**src/rtl/sdram_port_arbiter.sv**
```systemverilog
// sdram_port_arbiter: two-master Avalon-MM arbiter onto one SDRAM slave with in-order read-response routing; ARB_FIXED_PRIO_EN selects fixed M0 priority
module sdram_port_arbiter #(
  parameter int ADDR_W   = 27,
  parameter int DATA_W   = 32,
  parameter int MAX_PEND = 4
) (
  input  logic                Clk,
  input  logic                Reset,
  input  logic [ADDR_W-1:0]   m0_address,
  input  logic                m0_read,
  input  logic                m0_write,
  input  logic [DATA_W-1:0]   m0_writedata,
  input  logic [DATA_W/8-1:0] m0_byteenable,
  output logic                m0_waitrequest,
  output logic [DATA_W-1:0]   m0_readdata,
  output logic                m0_readdatavalid,
  input  logic [ADDR_W-1:0]   m1_address,
  input  logic                m1_read,
  input  logic                m1_write,
  input  logic [DATA_W-1:0]   m1_writedata,
  input  logic [DATA_W/8-1:0] m1_byteenable,
  output logic                m1_waitrequest,
  output logic [DATA_W-1:0]   m1_readdata,
  output logic                m1_readdatavalid,
  output logic [ADDR_W-1:0]   s_address,
  output logic [DATA_W-1:0]   s_writedata,
  output logic [DATA_W/8-1:0] s_byteenable,
  output logic                s_read,
  output logic                s_write,
  input  logic                s_waitrequest,
  input  logic [DATA_W-1:0]   s_readdata,
  input  logic                s_readdatavalid,
  output logic [1:0]          grant,
  output logic                rsp_err
);
  localparam int PW = $clog2(MAX_PEND);
  localparam logic [PW:0] FULL = (PW+1)'(MAX_PEND);
  typedef enum logic [1:0] {IDLE, G0, G1} state_t;
  state_t state, nxt;
  logic last_grant, sel, act, req0, req1, req_g, rd, wr, full, hold, accept, push, pop, tie_g0;
  logic ids [MAX_PEND];
  logic [PW-1:0] wptr, rptr;
  logic [PW:0] count;
  // command mux of the granted master, stall/hold and response routing
  always_comb begin
    sel = state == G1;
    act = state != IDLE;
    req0 = m0_read | m0_write;
    req1 = m1_read | m1_write;
    req_g = sel ? req1 : req0;
    wr = act && (sel ? m1_write : m0_write);
    rd = act && (sel ? m1_read : m0_read) && !wr;
    full = count == FULL;
    hold = rd && full;
    s_read = rd && !full;
    s_write = wr;
    s_address = act ? (sel ? m1_address : m0_address) : '0;
    s_writedata = act ? (sel ? m1_writedata : m0_writedata) : '0;
    s_byteenable = act ? (sel ? m1_byteenable : m0_byteenable) : '0;
    accept = (rd || wr) && !s_waitrequest && !hold;
    m0_waitrequest = !(state == G0 && !s_waitrequest && !hold);
    m1_waitrequest = !(state == G1 && !s_waitrequest && !hold);
    push = accept && rd;
    pop = s_readdatavalid && count != '0;
    m0_readdatavalid = pop && !ids[rptr];
    m1_readdatavalid = pop && ids[rptr];
    m0_readdata = s_readdata;
    m1_readdata = s_readdata;
    grant = {sel && req1, state == G0 && req0};
`ifdef ARB_FIXED_PRIO_EN
    tie_g0 = 1'b1;
    nxt = (sel && !req0) ? G1 : G0;
`else
    tie_g0 = last_grant;
    nxt = sel ? (req0 ? G0 : G1) : (req1 ? G1 : G0);
`endif
  end
  // arbitration FSM; next grant is decided in the accept cycle so transfers run back to back
  always_ff @(posedge Clk or posedge Reset)
    if (Reset) begin
      state <= IDLE;
      last_grant <= 1'b1;
    end else if (state == IDLE)
      state <= (req0 && req1) ? (tie_g0 ? G0 : G1) : req0 ? G0 : req1 ? G1 : IDLE;
    else if (!req_g)
      state <= IDLE;
    else if (accept) begin
      state <= nxt;
      last_grant <= sel;
    end
  // ID FIFO pointers, occupancy and sticky orphan-response flag
  always_ff @(posedge Clk or posedge Reset)
    if (Reset) begin
      wptr <= '0;
      rptr <= '0;
      count <= '0;
      rsp_err <= 1'b0;
    end else begin
      wptr <= wptr + PW'(push);
      rptr <= rptr + PW'(pop);
      count <= count + (PW+1)'(push) - (PW+1)'(pop);
      rsp_err <= rsp_err | (s_readdatavalid && count == '0);
    end
  // ID storage holds the issuing master of each outstanding read
  always_ff @(posedge Clk)
    if (push) ids[wptr] <= sel;
endmodule

```
**config.mk**
```make
export PLATFORM = sky130hd
export DESIGN_NAME = sdram_port_arbiter
export DESIGN_NICKNAME = d
export VERILOG_FILES = /design/src/rtl/sdram_port_arbiter.sv
export SDC_FILE = /design/constraint.sdc
export NUM_CORES = 1
export LEC_CHECK = 0
export BUFFER_PORTS_ARGS = -buffer_cell sky130_fd_sc_hd__buf_2
export CORE_AREA = 8 8 111 113
export DETAILED_ROUTE_END_ITERATION = 10
export DIE_AREA = 0 0 119 121
export PLACE_DENSITY_LB_ADDON = 0.3
export SYNTH_ARGS = -nofsm -noshare
export SYNTH_HDL_FRONTEND = slang
export SYNTH_SLANG_ARGS = --single-unit
```
**constraint.sdc**
```tcl
create_clock -name Clk -period 6.1 [get_ports Clk]
set_clock_uncertainty 0.15 [all_clocks]
set_input_delay 1.22 -clock Clk [delete_from_list [all_inputs] [get_ports Clk]]
set_output_delay 1.22 -clock Clk [all_outputs]
set_load 0.03 [all_outputs]
```
Word-level counts from Yosys, hierarchy flattened
Memory sizes are Yosys's and may differ from the RTL's.
Index checks and enable logic that the tools add are counted.
W data, S select, Z words.
{"block": "classes", "n_addsub": 4, "n_mul": 0, "div_mod_pow": 0, "order_cmp": 0, "eq_ne": 4, "shifts": 0, "mux": 21, "bitwise": 4, "reduce_logical": 32}
{"operator": "$mux W32", "count": 2}
{"operator": "$mux W27", "count": 2}
{"operator": "$mux W2", "count": 10}
{"operator": "$logic_and A1 B1 Y1", "count": 19}
{"operator": "$mux W4", "count": 2}
{"operator": "$logic_not A1 Y1", "count": 7}
{"operator": "$mux W1", "count": 5}
{"operator": "$add A2 B1 Y2", "count": 2}
{"operator": "$add A3 B1 Y3", "count": 1}
{"operator": "$eq A3 B3 Y1 const B", "count": 1}
{"operator": "$logic_not A3 Y1", "count": 1}
{"operator": "$ne A3 B1 Y1 const B", "count": 1}
{"operator": "$or A1 B1 Y1", "count": 3}
{"operator": "$reduce_and A3 Y1", "count": 1}
{"operator": "$reduce_bool A3 Y1", "count": 1}
{"operator": "$sub A3 B1 Y3", "count": 1}
{"operator": "$eq A2 B1 Y1 const B", "count": 1}
{"operator": "$eq A2 B2 Y1 const B", "count": 1}
{"operator": "$logic_not A2 Y1", "count": 1}
{"operator": "$reduce_bool A2 Y1", "count": 1}
{"operator": "$logic_or A1 B1 Y1", "count": 1}
{"operator": "$not A1 Y1", "count": 1}
{"block": "totals", "regBits": 11, "latch_bits": 0, "mem_bits_rw": 4, "rom_bits": 0, "input_bits": 166, "out_inout_bits": 136, "word_cells": 72, "memories": 1}
{"name": "ids", "depth": 4, "width": 1, "rd": 1, "rd_ports_with_merged_regs": 0, "wr": 1, "line": "41", "source": "logic ids [MAX_PEND];"}

Depth between registers and ports, before layout
Gate-level depths: netlist of the first run.
{"block": "logic_depth", "depth_word": 11, "mapped_depth": 9, "mapped_depth_nobuf": 9}

Worst setup path before layout of the first run
No wires, ideal clock.
{"block": "synth_path", "kind": "input to output", "from": "input m1_writedata[10]", "to": "output s_writedata[10]", "t_arrival_ns": 1.951, "required_ns": 4.730, "slack_ns": 2.779, "path_stages": 2, "n_path_buf": 0, "path_cell_list": "nand2_1 > o21ai_0"}
{"block": "synth_between", "elab_chain_len": 2}
{"element": "start: declaration", "line": "20", "source": "input logic [DATA_W-1:0] m1_writedata,"}
{"element": "$mux W32 (2 in series)", "line": "58", "source": "s_writedata = act ? (sel ? m1_writedata : m0_writedata) : '0;"}
{"element": "end: declaration", "line": "26", "source": "output logic [DATA_W-1:0] s_writedata,"}
Every way passes these cells.

Worst setup path after layout of the first run
{"block": "layout_path", "from": "register state[1]", "to": "output m0_waitrequest"}
{"block": "layout_between", "elab_chain_len": 9, "elab_cells_between_ends": 14, "classes_between": "2 x eq/ne; 2 x mux; 10 x reduce/logical"}
{"element": "start: declaration", "line": "39", "source": "state_t state, nxt;"}
{"element": "start signal: assignment", "line": "84", "source": "state <= (req0 && req1) ? (tie_g0 ? G0 : G1) : req0 ? G0 : req1 ? G1 : IDLE;"}
{"element": "start signal: assignment", "line": "88", "source": "state <= nxt;"}
{"element": "$eq A2 B2 Y1", "line": "46", "source": "sel = state == G1;"}
{"element": "$mux W1", "line": "51", "source": "wr = act && (sel ? m1_write : m0_write);"}
{"element": "$logic_and A1 B1 Y1", "line": "51"}
{"element": "$logic_not A1 Y1", "line": "52", "source": "rd = act && (sel ? m1_read : m0_read) && !wr;"}
{"element": "$logic_and A1 B1 Y1", "line": "52"}
{"element": "$logic_and A1 B1 Y1", "line": "54", "source": "hold = rd && full;"}
{"element": "$logic_not A1 Y1", "line": "61", "source": "m0_waitrequest = !(state == G0 && !s_waitrequest && !hold);"}
{"element": "$logic_and A1 B1 Y1 (*)", "line": "61"}
{"element": "$logic_not A1 Y1 (*)", "line": "61"}
{"element": "end: declaration", "line": "14", "source": "output logic m0_waitrequest,"}
Every way passes the cells marked *; elsewhere a longest branch is shown, timed or not.

==> results of run 1 <==
## worst max-delay path, cell delays in order, from the launching register on
cell	delay [ns]
dfrtp_2	1.15
nand2_1	0.18
o31ai_1	0.30
a21oi_1	0.15
nand3b_1	0.12
buf_2	0.23
## cell families (layout without fill, tap and decap cells)
group | Yosys count | count (layout)
adders and majority gates | 5 | 5
DFF | 15 | 15
muxes | 2 | 2
xor gates and xnor gates | 4 | 4
buffers and inverters | 96 | 218
and+or+nand+nor | 155 | 155
AOI/OAI and AO/OA | 75 | 75
## state kept, by name, indices dropped and copies added, names as in the netlist
register    count
count           3
state           2
rsp_err         1
last_grant      1
rptr            2
wptr            2
ids             4
## power by group through the flow
stage	Clock (uW)	Combinational (uW)	Sequential [uW]
after floorplan	0	980	183
after global placement	0	1080	343
after detailed placement	0	1100	350
after CTS	83.9	1100	349
after global routing	88.9	1170	381
final	81.2	1080	350
## worst max-delay path by stage
stage,startpoint,endpoint,slack [ns],cells after the start
2_1_floorplan,m1_writedata[10],s_writedata[10],2.78,2
3_3_place_gp,m1_read,m0_waitrequest,2.55,6
3_5_place_dp,m1_read,m0_waitrequest,2.50,6
4_1_cts,state[1],m0_waitrequest,2.30,5
5_1_grt,state[1],m0_waitrequest,2.00,5
6_report,state[1],m0_waitrequest,2.34,5
## stage by stage
| step | power, uW | instance area [um^2] | cells |
|---|---|---|---|
| floorplan | 1163 | 2201 | 352 |
| global placement | 1426 | 2828 | 610 |
| detailed placement | 1447 | 2828 | 610 |
| CTS | 1532 | 2877 | 614 |
| global route | 1638 | 2877 | 614 |
| finish | 1509 | 2877 | 614 |
## per-layer routing
layer / track usage (%) / share of wire [%] / vias up
met5: 0 / 0 / -
met4: 1.976 / 1.3 / 0
met3: 4.328 / 10 / 19
met2: 21.22 / 50 / 167
met1: 12.87 / 39 / 1084
li1: - / - / 1314
## synth_stat cells, types with 3 or more instances
master / instances / area [um^2]
buf_4: 65 / 488.0
clkbuf_1: 18 / 67.56
dfrtp_1: 10 / 250.2
edfxtp_1: 4 / 120.1
ha_1: 4 / 50.05
inv_1: 9 / 33.78
nand2_1: 132 / 495.5
nor2_1: 8 / 30.03
nor3_1: 3 / 15.01
o21ai_0: 65 / 325.3
xor2_1: 3 / 26.28
## final cells by class
cell class	count	share of cell area [%]
timing repair buffer	205	35.67
inverter	9	1.174
clock buffer	3	1.435
clock inverter	1	0.2610
sequential	15	13.96
multi-input combinational	241	41.41
tap	140	6.090
## cell usage in the layout (no fill, tap or decap)
cell type,n
nor2_1,8
nand2_1,132
dfstp_2,1
inv_1,9
nor3_2,1
a21o_1,2
a2111o_1,1
nor3b_1,1
nand3b_4,1
xor2_1,3
o31a_1,1
clkinvlp_4,1
mux2_2,1
fa_1,1
nor2b_1,1
a21oi_1,1
o21ai_0,65
dfrtp_2,1
edfxtp_1,4
dfrtp_4,1
dfrtp_1,8
o31ai_1,1
ha_1,4
nand2b_1,1
and3_1,1
nor3b_2,1
clkbuf_8,3
nand3b_1,2
buf_2,205
o211ai_1,1
and3b_1,2
mux4_2,1
nand3_1,1
nor3_1,3
a221oi_1,1
a31oi_1,1
o211a_1,1
xnor2_1,1
==> results.tsv, run 1 <==
metric	value	unit
# IOs	302	
final worst slack	2.344	ns
pwr/cell area	524.7	mW/mm^2
Setup WS pre-CTS	2.498	ns
row count	38	
post-route antenna net violation count	0	
Hold EP	rsp_err	
Root Driver	clkbuf_8	
Hold Crit Depth	1	
DR pass1 iterations	4	
post-CTS sizing	0	
All-Layer GR Usage	11.68	%
Primary FF master, synth	dfrtp_1	
ratio of cells with drive above 1 in the final layout	45.78	%
final setup fails	0	
R2R Path Start	state[1]	
Post-synth EDFFs	4	
DRC viols	0	
Worst Tran Pin Value	1.238	ns
Port-buffer cells	205	
Synth cell types	38	
Psw	975.7	uW
Die ar.	0.01440	mm^2
Period minus WS final	3.756	ns
Adder-Cell Fraction of Synth Area	3.184	%
post-synthesis compound-gate area fraction	18.42	%
Synthesis Warnings	0	
CORE AREA	0.01060	mm^2
Layout area overhead	30.70	%
clock tree sinks	15	
number of synthesized register bits	15	
die outline height	121	um
Async S/R FF share, synth	73.33	%
CP Max Fanout	72	
RSZ-0062 raised after global routing	no	
Clk network pwr share	5.4	%
drt via density	4.208	
cell-internal power	533.6	uW
Worst EP required	4.73	ns
CTS Hold Buffers Added	0	
Critical R2R Capture	count[2]	
Die Wd	119	um
first-pass GRT wire length	14110	um
largest net degree at the start of global routing	136	
outcome	completed	
Seq/Total Area, Yosys	18.02	%
GRT Residual Overflow	0	
sw frac	64.64	%
Worst R2R Setup Slack	3.14	ns
vias in the first global route	2673	
Post-Synth Simple-Gate Area	29.39	%
Slew Viols, Final	0	
final net count	646	
clk buf depth	2	
FF-to-FF path depth	7	
largest family of logic cells by synthesized area	simple AND/OR/NAND/NOR gates	
Routed wire per std cell	15.10	um
DP Wirelength	7950	um
Antenna diodes	0	
clk slew on worst S/H paths	0.07	ns
mean post-synth cell area	6.252	um^2
crit path kind	register to output pin	
Post-Synthesis Cells	352	
Max Clk Rate	266.3	MHz
post-synthesis mux area share	1.535	%
Seq pwr share	23.2	%
Post-Syn Area	0.002201	mm^2
worst-case vdd ir drop	0.0002323	V
Iteration-0 DRC Markers	161	
starting density of the core	20.76	%
CTS tree	built	
Fill cells	1215	
slew margin rel.	17.48	%
post-layout util	27.13	%
vias post-DR	2584	
Worst Setup Start Kind	register	
Leak Pwr	0.001602	uW
# H-tree levels	1	
max-cap violation count	0	
antenna violations before repair	0	
setup TNS	0	ns
Tcrit/Tclk final	61.57	%
min-delay worst type	register to register	
Final Hold Fails	0	
Worst-Skew Late Latency	0.25	ns
Setup crit end kind	output pin	
multi-input logic area	0.001191	mm^2
number of buffers created by CTS	3	
syn_nets	523	
Logic pwr share	71.4	%
FF+latch area	401.6	um^2
Setup Buffers After CTS	0	
RD Place Congestion	0.8133	
hold path start	rsp_err	
WP data arrival	2.39	ns
final wirelength	9272	um
WHS	0.3100	ns
xor/xnor share of the synthesized area	1.592	%
Note: power is estimated with default switching activity, not from simulation.
==> inputs of run 2 (changes only) <==
Clock period 6.1 ns to 3.9 ns, I/O delays scaled along.
==> results.tsv, run 2 (synthesized netlist as in run 1, its figures left out) <==
metric	value	unit
starting density of the core	20.76	%
Worst-Skew Late Latency	0.25	ns
clk buf depth	2	
vias post-DR	2607	
ratio of cells with drive above 1 in the final layout	46.01	%
largest net degree at the start of global routing	71	
most common cell after layout, fill and taps aside	buf_2	
row count	38	
max-cap violation count	0	
final setup fails	0	
Period minus WS final	3.060	ns
setup TNS	0	ns
# H-tree levels	1	
clock tree sinks	15	
Fill cells	1216	
DR pass1 iterations	4	
Die ar.	0.01440	mm^2
CORE AREA	0.01060	mm^2
post-route antenna net violation count	0	
outcome	completed	
Tot Pwr	2361	uW
Iteration-0 DRC Markers	142	
FF+latch area	401.6	um^2
# IOs	302	
pwr/cell area	816.4	mW/mm^2
Port-buffer cells	205	
RD Place Congestion	0.8388	
Layout area overhead	31.38	%
Setup WS pre-CTS	1.109	ns
CTS Hold Buffers Added	0	
CTS tree	built	
WP data arrival	2.13	ns
FF-to-FF path depth	7	
CP Max Fanout	70	
antenna violations before repair	0	
multi-input logic area	0.001191	mm^2
slew margin rel.	63.25	%
Hold Crit Depth	1	
Slew Viols, Final	0	
Worst R2R Setup Slack	1.47	ns
vias in the first global route	2518	
met1 WL	3520	um
Setup crit end kind	output pin	
first-pass GRT wire length	13970	um
clk slew on worst S/H paths	0.07	ns
Leak Pwr	0.001611	uW
metal2 WL	4491	um
GRT Residual Overflow	0	
final net count	648	
Root Driver	clkbuf_8	
top flop regs	ids (4), count (3)	
Worst Tran Pin Value	0.5513	ns
Routed wire per std cell	15.05	um
final wirelength	9270	um
post-CTS sizing	0	
WHS	0.3052	ns
commonest cells after routing, fill and taps aside	205 x buf_2, 132 x nand2_1, 65 x o21ai_0, 9 x inv_1	
placed instance count	612	
Setup Buffers After CTS	0	
final worst slack	0.8401	ns
All-Layer GR Usage	11.64	%
Antenna diodes	0	
min-delay worst type	register to register	
drt via density	4.232	
crit path kind	register to output pin	
top layer in use	met4	
largest reg by FF count	ids	
Worst Setup Start Kind	register	
final std cells w/o fill	616	
WL met3	1105	um
max FFs per register	4	
Max Clk Rate	326.8	MHz
Worst EP required	2.97	ns
DRC viols	0	
DP Wirelength	8158	um
Die Wd	119	um
die outline height	121	um
worst-case vdd ir drop	0.0003390	V
Tcrit/Tclk final	78.46	%
number of buffers created by CTS	3	
RSZ-0062 raised after global routing	no	
Final Hold Fails	0	
## run 2: changes by cell type in the layout (fill, tap and decap cells not counted), sizes merged
cell,delta
buf,+2
## run 2: layout make-up
type                            count  share of cell area [%]
Clock inverter                      1                  0.2596
Timing Repair Buffer              207                   36.00
Inverter                            9                   1.168
Multi-Input combinational cell    241                   41.19
Tap cell                          140                   6.058
Sequential cell                    15                   13.89
Clock buffer                        3                   1.428
## run 2: routing by layer
layer	track usage, %	vias to the layer above
li1	-	1317
met1	13.11	1093
met2	19.85	174
met3	5.584	23
met4	1.897	0
met5	0	-
## run 2: through the flow
step | utilization (%) | cell area [um^2]
5_1_grt | 27.27 | 2892
2_1_floorplan | - | 2201
4_1_cts | 27.27 | 2892
3_3_place_gp | 26.81 | 2843
3_5_place_dp | 26.81 | 2843
6_report | 27.27 | 2892
## run 2: worst max-delay path, cell delays in order (launching register included)
cell	delay, ns
dfrtp_4	0.78
buf_4	0.55
nand2_1	0.09
o21ai_0	0.13
buf_2	0.26
## run 2: final timing paths
| kind | to | from |
|---|---|---|
| worst max-delay path | s_address[25] | state[0] |
| worst min-delay path | rsp_err | rsp_err |
| worst max register to register | count[2] | state[1] |
| worst min register to register | rsp_err | rsp_err |
| max in group asynchronous | state[0] | Reset |
| min in group asynchronous | rptr[1] | Reset |
## run 2: report_power, final
| part | internal [uW] | switching [uW] | total [uW] |
|---|---|---|---|
| clock network | 71.7 | 57.1 | 129 |
| logic | 528 | 1290 | 1820 |
| registers | 238 | 172 | 410 |
| total | 838 | 1520 | 2360 |
==> inputs of run 3 (changes only) <==
Settings changed: CORE_AREA 8 8 111 113 to 8 8 110 112, DIE_AREA 0 0 119 121 to 0 0 118 120.
Clock period 3.9 ns to 2.6 ns, I/O delays scaled along.
==> results.tsv, run 3 (synthesized netlist as in run 1, its figures left out) <==
metric	value	unit
clk buf depth	2	
crit path kind	register to output pin	
min-delay worst type	input pin to async pin	
Tcrit/Tclk final	90.40	%
crit path buf inv count	2	
setup TNS	0	ns
CP peak stage delay	0.48	ns
pwr/cell area	1210	mW/mm^2
FF+latch area	401.6	um^2
die outline height	120	um
top flop regs	ids (4), count (3)	
DP Wirelength	7403	um
post-route antenna net violation count	0	
cell breakdown of the critical path	buf_4, nand2_1, o21ai_0, buf_2	
Largest delay share family, worst path	buffers and inverters	
post-route cell area	0.002904	mm^2
post-layout util	27.64	%
# IOs	302	
Clk network pwr share	5.3	%
multi-input logic area	0.001191	mm^2
Worst Setup Start Kind	register	
Worst EP required	1.93	ns
GRT Residual Overflow	0	
Setup WS pre-CTS	0.2732	ns
Logic pwr share	81.8	%
commonest cells after routing, fill and taps aside	205 x buf_2, 132 x nand2_1, 65 x o21ai_0, 9 x inv_1	
max-cap violation count	0	
Period minus WS final	2.350	ns
DRC viols	0	
Iteration-0 DRC Markers	110	
Antenna diodes	0	
Setup Buffers After CTS	0	
RD Place Congestion	0.7625	
RSZ-0062 raised after global routing	no	
cell-internal power	1277	uW
Max Clk Rate	425.5	MHz
Leak Pwr	0.001625	uW
CP Max Fanout	69	
CTS tree	built	
vias in the first global route	2604	
Setup crit end kind	output pin	
final wirelength	8503	um
DR pass1 iterations	4	
antenna violations before repair	0	
max FFs per register	4	
Slew Viols, Final	0	
Placed Area	0.002858	mm^2
All-Layer GR Usage	11.23	%
row count	38	
sw frac	63.65	%
final worst slack	0.2497	ns
Die ar.	0.01416	mm^2
# H-tree levels	1	
starting density of the core	20.95	%
largest reg by FF count	ids	
Fill cells	1195	
Port-buffer cells	205	
Tot Pwr	3513	uW
Worst-Skew Late Latency	0.24	ns
slew margin rel.	63.76	%
number of buffers created by CTS	3	
clk slew on worst S/H paths	0.06	ns
drt via density	4.133	
Seq pwr share	12.9	%
Psw	2236	uW
first-pass GRT wire length	13350	um
worst-case vdd ir drop	0.0004606	V
largest net degree at the start of global routing	70	
most common cell after layout, fill and taps aside	buf_2	
WP data arrival	1.68	ns
Worst Tran Pin Value	0.5436	ns
clock tree sinks	15	
post-CTS sizing	0	
ratio of cells with drive above 1 in the final layout	46.23	%
Layout area overhead	31.95	%
Root Driver	clkbuf_8	
final net count	650	
Die Wd	118	um
vias post-DR	2554	
CP max-delay cell	dfrtp_4	
Routed wire per std cell	13.76	um
Final Hold Fails	0	
CTS Hold Buffers Added	0	
final setup fails	0	
CORE AREA	0.01051	mm^2
outcome	completed	
## run 3: cell types whose count changed in the layout (fill, tap and decap cells not counted), sizes merged
cell	previous run	this run
clkinv	0	1
buf	207	209
clkinvlp	1	0
## run 3: layer usage
metal / routed length, um / GRT usage, % / vias to the layer above
met1: 3185 / 11.57 / 1075
met2: 4387 / 20.76 / 136
met3: 790 / 4.697 / 20
met5: 0 / 0 / -
li1: - / - / 1323
met4: 139 / 2.642 / 0
## run 3: power by group through the flow
stage	Clock [uW]	Combinational, uW	Sequential [uW]
after floorplan	0	2300	429
after global placement	0	2900	453
after detailed placement	0	2930	456
after CTS	193	2930	453
after global routing	205	3150	468
final	185	2870	454
## run 3: path summary, 6_finish.rpt
check,startpoint,to,slack (ns),depth (start not counted)
min in group Clk,rsp_err,rsp_err,0.31,1
max in group asynchronous,Reset,state[0],1.84,2
min reg2reg,rsp_err,rsp_err,0.31,1
max,state[0],s_writedata[25],0.25,4
max reg2reg,count[2],count[2],0.29,9
min,Reset,count[2],0.12,2
## run 3: layout make-up
cell class,instances,area share [%]
Multi-Input combinational cell,241,41.02
Timing Repair Buffer,209,36.36
Sequential cell,15,13.83
Tap cell,140,6.032
Clock buffer,3,1.422
Inverter,9,1.163
Clock inverter,1,0.1723
## run 3: through the flow
stage,cells,hold WS [ns]
2_1_floorplan,352,0.2217
3_3_place_gp,614,0.2983
3_5_place_dp,614,0.3024
4_1_cts,618,0.1273
5_1_grt,618,0.1598
6_report,618,0.1152
